`config.mk`:
```
export PLATFORM = sky130hd
export DESIGN_NAME = sd_delay_arbiter_flat
export DESIGN_NICKNAME = d
export VERILOG_FILES = /design/src/rtl/sd_pkg.sv /design/src/rtl/sd_delay_arbiter_if.sv /design/src/rtl/sd_rr_pick.sv /design/src/rtl/sd_delay_arbiter.sv /design/src/flat_wrapper.sv
export SDC_FILE = /design/constraint.sdc
export NUM_CORES = 1
export LEC_CHECK = 0
export BUFFER_PORTS_ARGS = -buffer_cell sky130_fd_sc_hd__buf_2
export CORE_ASPECT_RATIO = 0.75
export CORE_MARGIN = 2
export CORE_UTILIZATION = 36
export CTS_CLUSTER_DIAMETER = 60
export DETAILED_ROUTE_END_ITERATION = 6
export PLACE_DENSITY = 0.62
export SLEW_MARGIN = 20
export SYNTH_ARGS = -nofsm -noshare
export SYNTH_HDL_FRONTEND = slang
export SYNTH_SLANG_ARGS = --single-unit
export TNS_END_PERCENT = 30
```
`constraint.sdc`:
```
create_clock -name clk -period 4.1 [get_ports clk]
set_input_delay 0.41 -clock clk [delete_from_list [all_inputs] [get_ports clk]]
set_output_delay 0.41 -clock clk [all_outputs]
set_load 0.005 [all_outputs]
```
`src/rtl/sd_pkg.sv`:
```
//==============================================================================
// sd_pkg - shared SD delay-arbiter state encoding and defaults | rev 1.0
//==============================================================================
`default_nettype none

package sd_pkg;

  localparam int SD_DLY_COUNT_SIZE = 4;

  typedef enum logic [1:0] {
    ST_IDLE = 2'd0,
    ST_ARM  = 2'd1,
    ST_RUN  = 2'd2,
    ST_DONE = 2'd3
  } state_t;

  function automatic logic [2:0] rr_next(input logic [2:0] id, input int n);
    return (32'(id) >= n - 1) ? 3'd0 : id + 3'd1;
  endfunction

endpackage

`default_nettype wire

```
`src/rtl/sd_delay_arbiter_if.sv`:
```
//==============================================================================
// sd_delay_arbiter_if - requester bundle plus delay-engine start/finish link | rev 1.0
//==============================================================================
`default_nettype none

interface sd_delay_arbiter_if
  import sd_pkg::*;
#(
  parameter int N_REQ      = 3,
  parameter int COUNT_SIZE = SD_DLY_COUNT_SIZE
);

  logic [N_REQ-1:0]            req;
  logic [N_REQ*COUNT_SIZE-1:0] req_times;
  logic [N_REQ-1:0]            ack;
  logic                        busy;
  logic [2:0]                  grant_id;
  logic                        dly_start;
  logic [COUNT_SIZE-1:0]       dly_times;
  logic                        dly_finish;
  logic                        err;

  modport master (
    output req, req_times, dly_finish,
    input  ack, busy, grant_id, dly_start, dly_times, err
  );

  modport slave (
    input  req, req_times, dly_finish,
    output ack, busy, grant_id, dly_start, dly_times, err
  );

endinterface

`default_nettype wire

```
`src/rtl/sd_rr_pick.sv`:
```
//==============================================================================
// sd_rr_pick - combinational first-set-bit finder starting at ptr (mod N_REQ) | rev 1.0
//==============================================================================
`default_nettype none

module sd_rr_pick
  import sd_pkg::*;
#(
  parameter int N_REQ = 3
) (
  input  logic [N_REQ-1:0] req,
  input  logic [2:0]       ptr,
  output logic             valid,
  output logic [2:0]       idx
);

  always_comb begin
    int j;
    valid = 1'b0;
    idx   = 3'd0;
    j     = 0;
    for (int k = 0; k < N_REQ; k++) begin
      j = 32'(ptr) + k;
      if (j >= N_REQ) j = j - N_REQ;
      if (!valid && req[j]) begin
        valid = 1'b1;
        idx   = 3'(j);
      end
    end
  end

endmodule

`default_nettype wire

```
`src/rtl/sd_delay_arbiter.sv`:
```
//==============================================================================
// sd_delay_arbiter - round-robin share of one SD delay engine; option SD_DLY_TIMEOUT_EN | rev 1.0
//==============================================================================
`default_nettype none

module sd_delay_arbiter
  import sd_pkg::*;
#(
  parameter int N_REQ      = 3,
  parameter int COUNT_SIZE = SD_DLY_COUNT_SIZE,
  parameter int TIMEOUT    = 255
) (
  input  logic               clk,
  input  logic               rst_n,
  sd_delay_arbiter_if.slave  bus
);

  state_t     state;
  logic [2:0] ptr;
  logic       pick_valid;
  logic [2:0] pick_idx;

  sd_rr_pick #(.N_REQ(N_REQ)) u_pick (
    .req   (bus.req & ~bus.ack),
    .ptr   (ptr),
    .valid (pick_valid),
    .idx   (pick_idx)
  );

`ifdef SD_DLY_TIMEOUT_EN
  localparam int WD_W = $clog2(TIMEOUT + 1);
  logic [WD_W-1:0] wd_cnt;
  logic            wd_hit;
  assign wd_hit = (wd_cnt == WD_W'(TIMEOUT - 1));
`else
  logic [31:0] unused_timeout;
  assign unused_timeout = 32'(TIMEOUT);
  assign bus.err        = 1'b0;
`endif

  always_ff @(posedge clk or negedge rst_n) begin
    if (!rst_n) begin
      state         <= ST_IDLE;
      ptr           <= 3'd0;
      bus.ack       <= '0;
      bus.busy      <= 1'b0;
      bus.grant_id  <= 3'd0;
      bus.dly_start <= 1'b0;
      bus.dly_times <= '0;
`ifdef SD_DLY_TIMEOUT_EN
      wd_cnt        <= '0;
      bus.err       <= 1'b0;
`endif
    end else begin
      case (state)
        ST_IDLE: begin
          if (pick_valid) begin
            bus.grant_id  <= pick_idx;
            bus.dly_times <= bus.req_times[32'(pick_idx)*COUNT_SIZE +: COUNT_SIZE];
            bus.dly_start <= 1'b1;
            bus.busy      <= 1'b1;
            state         <= ST_ARM;
`ifdef SD_DLY_TIMEOUT_EN
            wd_cnt        <= '0;
`endif
          end
        end
        ST_ARM: begin
`ifdef SD_DLY_TIMEOUT_EN
          wd_cnt <= wd_cnt + 1'b1;
          if (wd_hit) begin
            bus.dly_start          <= 1'b0;
            bus.err                <= 1'b1;
            bus.ack[bus.grant_id]  <= 1'b1;
            state                  <= ST_DONE;
          end else
`endif
          // a finish level still high here belongs to the previous run
          if (!bus.dly_finish) state <= ST_RUN;
        end
        ST_RUN: begin
`ifdef SD_DLY_TIMEOUT_EN
          wd_cnt <= wd_cnt + 1'b1;
          if (wd_hit) begin
            bus.dly_start          <= 1'b0;
            bus.err                <= 1'b1;
            bus.ack[bus.grant_id]  <= 1'b1;
            state                  <= ST_DONE;
          end else
`endif
          if (bus.dly_finish) begin
            bus.ack[bus.grant_id] <= 1'b1;
            bus.dly_start         <= 1'b0;
            state                 <= ST_DONE;
          end
        end
        ST_DONE: begin
          if (!bus.req[bus.grant_id]) begin
            bus.ack  <= '0;
            bus.busy <= 1'b0;
            ptr      <= rr_next(bus.grant_id, N_REQ);
            state    <= ST_IDLE;
          end
        end
        default: state <= ST_IDLE;
      endcase
    end
  end

endmodule

`default_nettype wire

```
`src/flat_wrapper.sv`:
```
// flat-port wrapper written by rule: the top's interface ports become plain ports
module sd_delay_arbiter_flat import sd_pkg::*;
#(
  parameter int N_REQ      = 3,
  parameter int COUNT_SIZE = SD_DLY_COUNT_SIZE,
  parameter int TIMEOUT    = 255
)
  (clk, rst_n, bus_req, bus_req_times, bus_dly_finish, bus_ack, bus_busy, bus_grant_id, bus_dly_start, bus_dly_times, bus_err);
  sd_delay_arbiter_if #(.N_REQ(N_REQ), .COUNT_SIZE(COUNT_SIZE)) bus_i ();
  input  logic clk;
  input  logic rst_n;
  input wire logic [$bits(bus_i.req)-1:0] bus_req;
  input wire logic [$bits(bus_i.req_times)-1:0] bus_req_times;
  input wire logic [$bits(bus_i.dly_finish)-1:0] bus_dly_finish;
  output wire logic [$bits(bus_i.ack)-1:0] bus_ack;
  output wire logic [$bits(bus_i.busy)-1:0] bus_busy;
  output wire logic [$bits(bus_i.grant_id)-1:0] bus_grant_id;
  output wire logic [$bits(bus_i.dly_start)-1:0] bus_dly_start;
  output wire logic [$bits(bus_i.dly_times)-1:0] bus_dly_times;
  output wire logic [$bits(bus_i.err)-1:0] bus_err;
  assign bus_i.req = bus_req;
  assign bus_i.req_times = bus_req_times;
  assign bus_i.dly_finish = bus_dly_finish;
  assign bus_ack = bus_i.ack;
  assign bus_busy = bus_i.busy;
  assign bus_grant_id = bus_i.grant_id;
  assign bus_dly_start = bus_i.dly_start;
  assign bus_dly_times = bus_i.dly_times;
  assign bus_err = bus_i.err;
  sd_delay_arbiter #(.N_REQ(N_REQ), .COUNT_SIZE(COUNT_SIZE), .TIMEOUT(TIMEOUT)) u_core (.clk(clk), .rst_n(rst_n), .bus(bus_i));
endmodule
```
==> results of run 1 <==
-- cells by family after synthesis --
group,count (synthesis),synth area share [%]
xor gates and xnor gates,1,0.5903
other,1,0.2527
DFF,17,28.67
adders and majority gates,17,14.33
buffers and inverters,12,3.541
and+or+nand+nor,56,21.25
muxes,15,10.96
AOI/OAI and AO/OA,38,20.41
-- worst max path at each step --
stage	end	slack (ns)
5_1_grt	u_core.bus.grant_id[2]$_DFFE_PN0P_	0.57
4_1_cts	u_core.bus.grant_id[2]$_DFFE_PN0P_	0.78
3_5_place_dp	u_core.bus.grant_id[2]$_DFFE_PN0P_	0.82
3_3_place_gp	u_core.bus.grant_id[2]$_DFFE_PN0P_	0.83
2_1_floorplan	u_core.bus.grant_id[2]$_DFFE_PN0P_	1.28
6_report	u_core.bus.grant_id[2]$_DFFE_PN0P_	0.78
-- cell usage in the layout, fill, tap and decap left out, types with 2 or more instances in the layout --
cell and instances:
inv_1 8, nand2_1 13, nand2b_1 7, o221ai_1 2, and3b_1 2, mux2i_1 5, nor2_1 13, clkbuf_8 3
buf_2 29, a22o_1 6, o21ai_0 4, dfrtp_1 17, mux2_1 6, ha_1 17, nor3_1 3, and3_1 3
nand3_1 2, nor2b_1 5, o21ai_1 3, o22ai_1 2, nor3b_1 2, mux2_2 4, a21oi_1 10
-- per-stage QoR --
stage,worst slack [ns],power [uW],hold slack (ns)
after CTS,0.7785,1444,0.09120
after detailed placement,0.8216,1309,0.3653
after global placement,0.8297,1305,0.3568
after global routing,0.5677,1570,0.1059
after floorplan,1.285,1085,0.1144
final,0.7844,1434,0.07277
-- power by group through the flow --
stage / Sequential, uW / Clock (uW) / Combinational, uW
after floorplan: 312 / 0 / 773
after global placement: 333 / 0 / 972
after detailed placement: 336 / 0 / 973
after CTS: 332 / 129 / 982
after global routing: 344 / 135 / 1090
final: 333 / 123 / 978
-- sequential cells by signal, summed over array words and instances (netlist names) --
signal / count
u_core.bus.ack: 3
u_core.bus.grant_id: 3
u_core.ptr: 3
u_core.bus.dly_start: 1
u_core.bus.busy: 1
u_core.bus.dly_times: 4
u_core.state: 2
-- per-layer routing --
metal	share of wire [%]	GRT usage [%]
met1	51	20.75
met2	43	21.92
met3	5.5	3.049
met4	0.30	3.759
met5	0	0
-- cell type report --
| type | instances | area share, % |
|---|---|---|
| clock buffer | 4 | 2.618 |
| sequential | 17 | 24.73 |
| tap | 55 | 4.000 |
| multi-input combinational | 128 | 58.47 |
| timing repair buffer | 29 | 8.436 |
| inverter | 8 | 1.745 |
-- worst register-to-register path, delay by kind of cell, from the launching register on --
family	cells	cell delay, ns
AO/OA/AOI/OAI	1	0.22
adder cells (fa/ha/maj)	2	0.57
buffers and inverters	1	0.05
flip-flops	1	0.62
multiplexers	1	0.36
AND/OR/NAND/NOR	4	1.37
==> flow_summary_export.csv, run 1 <==
group,metric,value,unit
clock_tree,clk_latency,0.25,ns
clock_tree,cts_buffers,3,
sta,grt_setup_unrepaired,"no",
sta,setup_tns,0,ns
power,p_sw_share,47.03,%
setup_path,worstSetupStartpoint,"u_core.ptr[0]$_DFFE_PN0P_",
die,die_y,59.60,um
clock_tree,cts-htree-levels,1,
setup_path,regToRegSetupSlack,0.78,ns
routing,wl,3.320,mm
power,combPwrFrac,68.2,%
die,die_area,4657,sq um
clock_tree,clk_transition_reported_paths,0.06,ns
cells_and_area,drive_gt1_share,24.19,%
placed_design,gp_congestion,0.8303,
clock_tree,clockBufferDepth,2,
setup_path,worstPathCellList,"ha_1 > inv_1 > ha_1 > or4b_1 > o2111a_1 > nand3b_4 > nor3_2 > nand2b_1 > mux2_1",
outcome,status,"finished, final reports clean",
routing,ant_nets,0,
global_route,overflow,0,
sta,post-route-min-period,3.316,ns
logic_synthesis,syn-cell-area,1484,sq um
cells_and_area,fin_util,42.97,%
routing,drtIter0Drc,64,
routing,drc,0,
logic_synthesis,synthTopCellsByCount,"dfrtp_1 (17), ha_1 (17), nand2_1 (13), nor2_1 (13), a21oi_1 (10)",
logic_synthesis,avgSynthCellArea,9.452,sq um
setup_path,cpMaxStageDelayCell,"dfrtp_1",
setup_path,critPathCaptureType,"register",
logic_synthesis,synth_area_leaders,"dfrtp_1 (29%), ha_1 (14%), mux2_1 (4.6%), a22o_1 (3.5%), a21oi_1 (3.4%)",
placed_design,io_buffers,29,
setup_path,r2r_end,"u_core.bus.grant_id[2]$_DFFE_PN0P_",
setup_path,cp.required,4.23,ns
setup_path,r2r-start,"u_core.ptr[0]$_DFFE_PN0P_",
clock_tree,root_buffer,"clkbuf_8",
placed_design,dp_hpwl,2.661,mm
setup_path,path_common_cell,"ha_1",
global_route,grt_usage,14.36,%
clock_tree,ctsHoldBuffers,0,
die,ios,31,
power,p_leak,0.0008214,uW
die,core,4004,sq um
power,pwr-share-clk,8.6,%
die,die_x,78.14,um
cells_and_area,multi_input_area,1006,sq um
routing,wl_per_cell,13.78,um
cells_and_area,diodes,0,
cells_and_area,area_growth_syn_to_layout,15.94,%
die,num_rows,20,
setup_path,critPathKind,"register to register",
logic_synthesis,yosysTopAreaCell,"dfrtp_1",
setup_path,path_depth,9,
placed_design,place_inst,237,
logic_synthesis,syn_nets,192,
setup_path,cp_top_family,"simple AND/OR/NAND/NOR gates",
power,switchingPower,674.5,uW
routing,drtPass1Iterations,4,
global_route,grt_max_degree,18,
power,powerDensity,833.6,nW/um^2
global_route,grt_pass1_vias,1060,
logic_synthesis,ys.warnings.count,0,
clock_tree,postCtsSetupBuffers,0,
setup_path,start_kind,"register",
sta,drv_slew,0,
setup_path,critical_path.max_fanout,16,
logic_synthesis,yosysSeqAreaShare,28.67,%
global_route,antenna_found_initial,0,
cells_and_area,final_cells,241,
logic_synthesis,synthArstFlopShare,100.0,%
setup_path,r2r_cells,9,
sta,hold_viol,0,
clock_tree,cts_resized,0,
cells_and_area,fin_nets,222,
clock_tree,cts_tree,"yes",
min_path,hold_class,"input port to async pin",
logic_synthesis,synth.top_cell.area_share,28.67,%
sta,fmax,0.3016,GHz
clock_tree,clock-sinks,17,
sta,period_share,80.87,%
sta,finalSetupViolCount,0,
power,p_int,759.6,uW
die,initial_core_util,37.06,%
setup_path,slowest_delay,0.62,ns
cells_and_area,design_area,1720,sq um
run,drv_cap,0,
routing,num_vias,1223,
cells_and_area,ff_latch_area,425.4,sq um
cells_and_area,nFillCells,409,
sta,fin_skew,0.001464,ns
routing,via_per_inst,5.075,
setup_path,path_buf_inv,1,
power,seqPwrFrac,23.2,%
logic_synthesis,synth-main-ff-cell,"dfrtp_1",
global_route,grt_pass1_wl,5.133,mm
logic_synthesis,synth_edf_count,0,
logic_synthesis,syn_inst,157,
logic_synthesis,ys_types,42,
placed_design,dpl_cell_area,1675,sq um
logic_synthesis,ys_ff_latch,17,
setup_path,cp.arrival,3.45,ns
power,vdd_ir_drop_max,244.1,uV
Power figures use the tool's default switching activity.
==> run 2: changes to the inputs <==
--- a/config.mk
+++ b/config.mk
@@ -11,7 +11,7 @@
 export CORE_UTILIZATION = 36
 export CTS_CLUSTER_DIAMETER = 60
 export DETAILED_ROUTE_END_ITERATION = 6
-export PLACE_DENSITY = 0.62
+export PLACE_DENSITY = 0.65
 export SLEW_MARGIN = 20
 export SYNTH_ARGS = -nofsm -noshare
 export SYNTH_HDL_FRONTEND = slang
==> constraint.sdc (replaced) <==
create_clock -name clk -period 2.7 [get_ports clk]
set_input_delay 0.27 -clock clk [delete_from_list [all_inputs] [get_ports clk]]
set_output_delay 0.27 -clock clk [all_outputs]
set_load 0.005 [all_outputs]
==> run 2 against run 1 <==
Effect of this change: the flow now finishes with violations (setup timing); maximum frequency up 23%; hold slack better by 0.28 ns; core utilization up 8.3 points; die area is the same; total power grew 94%; clock power up 54%; critical endpoint is now u_core.bus.dly_times[3]$_DFFE_PN0P_.
==> flow_summary_export.csv, run 2 (synthesized netlist as in run 1, its figures left out) <==
group,metric,value,unit
setup_path,cp_top_family,"compound AO/OA/AOI/OAI gates",
routing,wl_per_cell,14.04,um
outcome,status,"finished with violations",
clock_tree,cts_buffers,3,
global_route,overflow,0,
setup_path,slowest_delay,0.48,ns
die,core,4004,sq um
die,initial_core_util,37.06,%
setup_path,critical_path.max_fanout,5,
cells_and_area,final_common_cell,"buf_2",
routing,via_per_inst,5.143,
setup_path,r2r-start,"u_core.ptr[1]$_DFFE_PN0P_",
die,die_x,78.14,um
setup_path,path_buf_inv,1,
clock_tree,cts_tree,"yes",
run,drv_cap,0,
placed_design,place_inst,258,
die,num_rows,20,
cells_and_area,top_register,"u_core.bus.dly_times",
die,ios,31,
clock_tree,clk_transition_reported_paths,0.07,ns
placed_design,dpl_cell_area,1893,sq um
clock_tree,clockBufferDepth,2,
routing,ant_nets,0,
cells_and_area,fin_nets,246,
power,p_leak,0.0009643,uW
cells_and_area,final_cell_mix,"buf_2 (29), buf_4 (23), dfrtp_1 (15)",
setup_path,cp.required,2.84,ns
placed_design,io_buffers,29,
setup_path,worstSetupStartpoint,"u_core.ptr[1]$_DFFE_PN0P_",
sta,finalSetupViolCount,1,
sta,drv_slew,0,
global_route,antenna_found_initial,0,
routing,drtPass1Iterations,4,
die,die_area,4657,sq um
cells_and_area,design_area,2054,sq um
min_path,min_from,"bus_dly_finish",
routing,wl,3.721,mm
placed_design,dp_hpwl,2.952,mm
cells_and_area,final_cells,265,
setup_path,critPathKind,"register to register",
sta,fin_ws,-0.002373,ns
die,die_y,59.60,um
routing,drc,0,
cells_and_area,largest_reg_flops,4,
setup_path,worstPathCellList,"ha_4 > inv_2 > ha_4 > or4b_4 > o21bai_4 > a31oi_4 > o21ai_4 > mux2_4 > mux2_4 > a22o_1",
placed_design,gp_congestion,0.8983,
setup_path,cpMaxStageDelayCell,"or4b_4",
clock_tree,cts-htree-levels,1,
clock_tree,clk_latency,0.25,ns
sta,grt_setup_unrepaired,"yes",
power,powerDensity,1354,nW/um^2
setup_path,cp.arrival,2.84,ns
routing,num_vias,1363,
cells_and_area,area_growth_syn_to_layout,38.45,%
clock_tree,root_buffer,"clkbuf_8",
cells_and_area,drive_gt1_share,44.29,%
global_route,grt_pass1_vias,1218,
sta,post-route-min-period,2.702,ns
power,vdd_ir_drop_max,482.3,uV
min_path,hold_class,"input port to register",
sta,hold_viol,0,
cells_and_area,nFillCells,384,
routing,drtIter0Drc,63,
setup_path,regToRegSetupSlack,-0.002,ns
clock_tree,clock-sinks,17,
sta,fin_skew,0.004044,ns
sta,period_share,100.1,%
global_route,grt_pass1_wl,5.644,mm
sta,fmax,0.3700,GHz
global_route,grt_usage,15.74,%
cells_and_area,fin_util,51.31,%
setup_path,start_kind,"register",
setup_path,critPathCaptureType,"register",
global_route,grt_max_degree,18,
outcome,violations,"setup timing",
cells_and_area,diodes,0,
## run 2: changes by cell type in the layout (fill, tap and decap cells not counted), moves of 3 or more
cell    delta
inv_1      -3
buf_4     +23
mux2_2     -3
mux2_1     -4
ha_1       -4
ha_4       +3
mux2_4     +7
## run 2: through the flow
step | hold WS (ns) | worst slack (ns) | total power [uW] | TNS, ns
floorplan | -0.02559 | -0.002065 | 1746 | -0.006195
global placement | 0.2223 | -0.02578 | 2317 | -0.07533
detailed placement | 0.2244 | -0.07095 | 2354 | -0.2886
CTS | 0.3445 | -0.02600 | 2650 | -0.05773
global route | 0.3593 | -0.06634 | 3008 | -0.3039
finish | 0.3524 | -0.002373 | 2782 | -0.002373
## run 2: cell type report
type | count | area, sq um | area share (%)
multi-input cells | 128 | 1151 | 56.03
flip-flops and latches | 17 | 427.9 | 20.83
repair buffers | 53 | 327.8 | 15.96
well taps | 55 | 68.82 | 3.350
inverters | 8 | 33.78 | 1.644
clock buffers | 4 | 45.04 | 2.192
## run 2: path summary, 6_finish.rpt
kind                                                       end  cells after the start
hold reg to reg            u_core.bus.dly_times[2]$_DFFE_PN0P_                      1
setup / recovery           u_core.bus.dly_times[3]$_DFFE_PN0P_                     10
hold / removal                u_core.bus.dly_start$_DFFE_PN0P_                      3
setup reg to reg           u_core.bus.dly_times[3]$_DFFE_PN0P_                     10
max in group asynchronous            u_core.ptr[0]$_DFFE_PN0P_                      2
min in group asynchronous     u_core.bus.dly_start$_DFFE_PN0P_                      2
## run 2: repair_timing
action,in CTS,in global routing
pin swaps,5,5
gates cloned,0,0
buffers inserted,2,0
gates resized for setup,7,14
setup endpoints to repair,7,9
hold buffers,1,0
hold endpoints to repair,17,0
## run 2: power breakdown
part	total, uW	internal, uW	switching, uW
registers	487	375	112
clock network	190	105	85.7
logic	2100	1070	1030
total	2780	1550	1230
## run 2: routing by layer
metal,vias up,wire length [um],global-route usage (%)
met3,2,203,3.201
met5,-,0,0
met2,44,1673,25.37
li1,665,-,-
met4,0,15,4.261
met1,652,1829,21.74
## run 2: worst reg2reg max path, cell delays in order, from the launching register on
cell and delay [ns]:
dfrtp_2 0.43, ha_4 0.16, inv_2 0.05, ha_4 0.20
or4b_4 0.48, o21bai_4 0.20, a31oi_4 0.21, o21ai_4 0.12
mux2_4 0.31, mux2_4 0.26, a22o_1 0.19
